## src/rtl/loader_pkg.sv

```systemverilog
// Shared types and defaults for the streamed program loader.
package loader_pkg;

   typedef enum logic [3:0] {
      IDLE,
      LEN_HI,
      LEN_LO,
      DATA_HI,
      DATA_LO,
      WRITE,
      CHECK,
      DONE,
      ERROR
   } load_state_t;

   // Length and data words both arrive most-significant byte first.
   localparam bit FRAME_HI_FIRST = 1'b1;

   localparam logic [15:0] DEFAULT_BASE_ADDR = 16'h0000;
   localparam int unsigned DEFAULT_MAX_WORDS = 256;

endpackage

```

## src/rtl/xor_checksum8.sv

```systemverilog
// Running XOR of accepted frame bytes; updates one cycle after enable.
// Clear wins over enable so a new load starts from 8'h00.
module xor_checksum8
   import loader_pkg::*;
(
   input  logic       clock,
   input  logic       reset,
   input  logic       clear,
   input  logic       enable,
   input  logic [7:0] data,
   output logic [7:0] acc
);

   always_ff @(posedge clock or posedge reset) begin
      if (reset) begin
         acc <= '0;
      end else if (clear) begin
         acc <= '0;
      end else if (enable) begin
         acc <= acc ^ data;
      end
   end

endmodule

```

## src/rtl/stream_program_loader.sv

```systemverilog
// Framed byte-stream loader: LEN_HI LEN_LO {word hi, lo}* CHK -> sequential RAM writes.
// Three cycles per word minimum; in_ready drops in WRITE/IDLE/DONE/ERROR, source stalls hold state.
module stream_program_loader
   import loader_pkg::*;
#(
   parameter logic [15:0] BASE_ADDR = DEFAULT_BASE_ADDR,
   parameter int unsigned MAX_WORDS = DEFAULT_MAX_WORDS
) (
   input  logic        clock,
   input  logic        reset,
   input  logic        start,
   input  logic        in_valid,
   input  logic [7:0]  in_data,
   output logic        in_ready,
   output logic        mem_write,
   output logic [15:0] mem_addr,
   output logic [15:0] mem_write_data,
   output logic        busy,
   output logic        done,
   output logic        error,
   output logic [15:0] word_count
);

   load_state_t state;
   logic [15:0] length;
   logic [7:0]  first_byte;
   logic [7:0]  chk_acc;
   logic        take;
   logic        at_rest;
   logic [15:0] new_length;

   assign take       = in_valid && in_ready;
   assign at_rest    = (state == IDLE) || (state == DONE) || (state == ERROR);
   assign new_length = {length[15:8], in_data};

   // CHK itself is never folded in; it is compared against the accumulator.
   xor_checksum8 u_checksum (
      .clock  (clock),
      .reset  (reset),
      .clear  (start && at_rest),
      .enable (take && (state != CHECK)),
      .data   (in_data),
      .acc    (chk_acc)
   );

   always_ff @(posedge clock or posedge reset) begin
      if (reset) begin
         state          <= IDLE;
         length         <= '0;
         first_byte     <= '0;
         in_ready       <= 1'b0;
         mem_write      <= 1'b0;
         mem_addr       <= '0;
         mem_write_data <= '0;
         busy           <= 1'b0;
         done           <= 1'b0;
         error          <= 1'b0;
         word_count     <= '0;
      end else begin
         mem_write <= 1'b0;
         case (state)
            IDLE, DONE, ERROR: begin
               if (start) begin
                  state      <= LEN_HI;
                  in_ready   <= 1'b1;
                  busy       <= 1'b1;
                  done       <= 1'b0;
                  error      <= 1'b0;
                  word_count <= '0;
               end
            end
            LEN_HI: begin
               if (take) begin
                  length[15:8] <= in_data;
                  state        <= LEN_LO;
               end
            end
            LEN_LO: begin
               if (take) begin
                  length[7:0] <= in_data;
                  if (32'(new_length) > MAX_WORDS) begin
                     state    <= ERROR;
                     in_ready <= 1'b0;
                     busy     <= 1'b0;
                     error    <= 1'b1;
                  end else if (new_length == 16'd0) begin
                     state <= CHECK;
                  end else begin
                     state <= DATA_HI;
                  end
               end
            end
            DATA_HI: begin
               if (take) begin
                  first_byte <= in_data;
                  state      <= DATA_LO;
               end
            end
            DATA_LO: begin
               if (take) begin
                  mem_write_data <= FRAME_HI_FIRST ? {first_byte, in_data}
                                                   : {in_data, first_byte};
                  mem_addr       <= BASE_ADDR + word_count;
                  mem_write      <= 1'b1;
                  in_ready       <= 1'b0;
                  state          <= WRITE;
               end
            end
            WRITE: begin
               word_count <= word_count + 16'd1;
               in_ready   <= 1'b1;
               state      <= (word_count + 16'd1 == length) ? CHECK : DATA_HI;
            end
            CHECK: begin
               if (take) begin
                  in_ready <= 1'b0;
                  busy     <= 1'b0;
                  if (in_data == chk_acc) begin
                     state <= DONE;
                     done  <= 1'b1;
                  end else begin
                     state <= ERROR;
                     error <= 1'b1;
                  end
               end
            end
            default: begin
               state    <= IDLE;
               in_ready <= 1'b0;
               busy     <= 1'b0;
            end
         endcase
      end
   end

endmodule

```

## config.mk

```make
export PLATFORM = sky130hd
export DESIGN_NAME = stream_program_loader
export DESIGN_NICKNAME = d
export VERILOG_FILES = /design/src/rtl/loader_pkg.sv /design/src/rtl/xor_checksum8.sv /design/src/rtl/stream_program_loader.sv
export SDC_FILE = /design/constraint.sdc
export NUM_CORES = 1
export LEC_CHECK = 0
export CORE_AREA = 3 3 152 95
export DETAILED_ROUTE_END_ITERATION = 10
export DIE_AREA = 0 0 155 98
export PLACE_DENSITY = 0.55
export SLEW_MARGIN = 40
export SYNTH_ARGS = -nofsm -noshare
export SYNTH_HDL_FRONTEND = slang
export SYNTH_SLANG_ARGS = --single-unit
export TNS_END_PERCENT = 10
```

## constraint.sdc

```tcl
create_clock -name clock -period 3.12 [get_ports clock]
set_clock_uncertainty 0.05 [all_clocks]
set_input_delay 0.624 -clock clock [delete_from_list [all_inputs] [get_ports clock]]
set_output_delay 0.624 -clock clock [all_outputs]
set_load 0.02 [all_outputs]
```

==> metrics.md <==
| Metric | Value |
|---|---|
| TritonCTS clock tree | done |
| Largest net degree at the start of global routing | 65 |
| Setup TNS | 0 ps |
| Maximum fanout along the worst path | 15 |
| Post-CTS Setup Repair Bufs | 0 |
| Clk_lat worst skew | 340 ps |
| Final Hold Vio Count | 0 |
| Clk root buf | clkbuf_16 |
| Die area | 0.01519 mm2 |
| CTS max path bufs | 2 |
| Period utilization | 86.26% |
| Max frequency | 371.6 MHz |
| Detail Route Antenna Nets | 0 |
| Area leader, netlist | dfrtp_1 |
| Initial core utilization | 35.42% |
| RSZ-0062 raised after global routing | no |
| Synth Area in Adders | 0.2731% |
| Post-synthesis register bit count | 89 |
| Post-synthesis mux area share | 6.146% |
| Avg WL per Cell | 18.07 um |
| CP Launch Type | flop |
| CTS H-tree lvls | 3 |
| HP Class | reg2reg |
| Largest family of logic cells by synthesized area | simple AND/OR/NAND/NOR gates |
| Final net count | 572 |
| Max Slew Vio Count | 0 |
| Simple-gate share of the synthesized area | 22.48% |
| Post-synthesis compound-gate area fraction | 11.53% |
| Hold_buf cts | 0 |
| Sequential cell area | 0.002227 mm2 |
| XOR/XNOR Fraction of Synth Area | 7.266% |
| Final setup vio count | 0 |
| Cts bufs inserted | 9 |
| Drt first-iter violations | 400 |
| Largest cells by area after synthesis | dfrtp_1, nand2_1, mux2_2, xnor2_1, o21ai_0 |
| Status | finished clean |
| Req. time, crit path | 3260 ps |
| Synthesis Warnings | 0 |
| P per Cell Area | 810.8 mW/mm2 |
| Count of different cell masters after synthesis | 50 |
| Area delta synth->final | 25.35% |
| Vias per inst | 5.345 |
| Crit path time final | 2691 ps |
| Hold WS | 415.8 ps |
| Total vias in the final route | 3918 |
| Syn_nets | 512 |
| Core area | 0.01293 mm2 |
| I/O pins | 65 |
| Cell Rows | 32 |
| # resized after CTS | 0 |
| Synth Instances | 499 |
| Worst Max-Slew Pin Slew | 753.1 ps |
| Num Clock Sinks | 89 |
| DRC viols | 0 |
| Count leader, synth | nand2_1 |
| Crit Path Category | reg2reg |
| Gpl congestion | 0.9107 |
| Antenna Diode Count | 0 |
| Yosys top cell area share | 48.62% |
| Sequential share of the synthesized area | 48.62% |
| Total track usage | 18.06% |
| Syn Area/Cell | 9.180 um2 |
| Port bufs | 64 |
| DP HPWL | 9482 um |
| Vias in the first global route | 3744 |
| Leak | 0.002478 uW |
| Overflow after GRT | 0 |
| FILL cells | 1260 |
| Post-Syn Area | 0.004581 mm2 |
| Initial antenna violation count | 0 |
| Final wirelength | 13250 um |
| Max_slew headroom | 49.79% |
| Element type at the critical path end | flop |
| Max_cap viols | 0 |
| Share of layout cells above drive strength 1 | 12.43% |
| Reg clk slew, reported paths | 70 ps |
| Max VDD drop | 0.3695 mV |
| Ys async rst share | 100.0% |
| Die height | 98 um |
| Ys flop type | dfrtp_1 |
| First-pass GRT wire length | 21620 um |
| Multi-input logic area | 0.002185 mm2 |
| Most frequent cells after synthesis | nand2_1, dfrtp_1, nor2_1 |
| Critical Path AT | 2830 ps |
| Post-synth EDFFs | 0 |
| Die width | 155 um |
| First drt pass iteration count | 5 |
-- through the flow --
step	area [um2]	util (%)	power, uW	setup slack [ps]	std cells
floorplan	4581	-	2888	139.1	499
global placement	5441	42.08	3512	346.4	718
detailed placement	5441	42.08	3550	302.5	718
CTS	5742	44.40	4701	450.2	733
global route	5742	44.40	4969	223.9	733
finish	5742	44.40	4655	428.6	733
-- path summary, 6_finish.rpt --
path                                     from  cells after the start  slack, ps                  to
worst min register to register  first_byte[5]                      2        420  mem_write_data[13]
worst max-delay path            word_count[7]                      6        430            state[0]
max in group asynchronous               reset                      3       1760                busy
min in group asynchronous               reset                      2        560        mem_addr[11]
worst max register to register  word_count[7]                      6        430            state[0]
worst min-delay path            first_byte[5]                      2        420  mem_write_data[13]
-- kinds of logic (layout without fill, tap and decap cells) --
logic type / after synthesis / in the layout
muxes: 25 / 25
adders and majority gates: 1 / 1
and+or+nand+nor: 224 / 224
xor gates and xnor gates: 38 / 38
DFF: 89 / 89
buffers and inverters: 38 / 102
AOI/OAI and AO/OA: 84 / 84
-- report_power, final --
group	switching (uW)	leakage [uW]	internal [uW]	total, uW
logic	913	0.00115	795	1710
clock network	472	0.000150	646	1120
registers	335	0.00118	1490	1830
-- final cells by class --
class | instances | share of cell area, %
flip-flops and latches | 89 | 38.79
multi-input cells | 372 | 38.05
repair buffers | 81 | 13.82
clock buffers | 10 | 4.162
well taps | 170 | 3.705
clock inverters | 5 | 1.068
inverters | 6 | 0.4140
-- worst max-delay path, cell delays in order, from the launching register on --
cell       delay (ps)
dfrtp_1           670
nand4_1           410
nor4_2            530
xnor2_1           200
o2111ai_1         170
nor4_2            400
o22ai_1           110
-- layer usage --
metal / part of all wire (%) / global-route usage (%) / wire length [um]
met1: 53 / 29.43 / 7019
met2: 38 / 22.22 / 5015
met3: 8.2 / 5.846 / 1082
met4: 0.99 / 4.478 / 131
met5: 0 / 0 / 0
-- state kept, by name, summed over array words and instances, names as in the netlist --
signal	flops
length	16
mem_addr	16
mem_write_data	16
word_count	16
first_byte	8
u_checksum.acc	8
state	4
busy	1
done	1
error	1
in_ready	1
mem_write	1
-- cell usage in the layout, fill, tap and decap left out, types with 6 or more instances in the layout --
cell type | netlist | routed
nand4_1 | 6 | 6
nor3_1 | 9 | 9
o21ai_0 | 29 | 29
dfrtp_1 | 89 | 89
nor2_1 | 30 | 30
nand3_1 | 7 | 7
clkdlybuf4s50_1 | 0 | 64
nand2_1 | 134 | 134
mux2_2 | 25 | 25
buf_4 | 6 | 15
nor4_1 | 8 | 8
clkbuf_16 | 0 | 9
a21oi_1 | 17 | 17
xor2_1 | 15 | 15
xnor2_1 | 23 | 23
No activity file was read; power rests on OpenSTA's default activity.
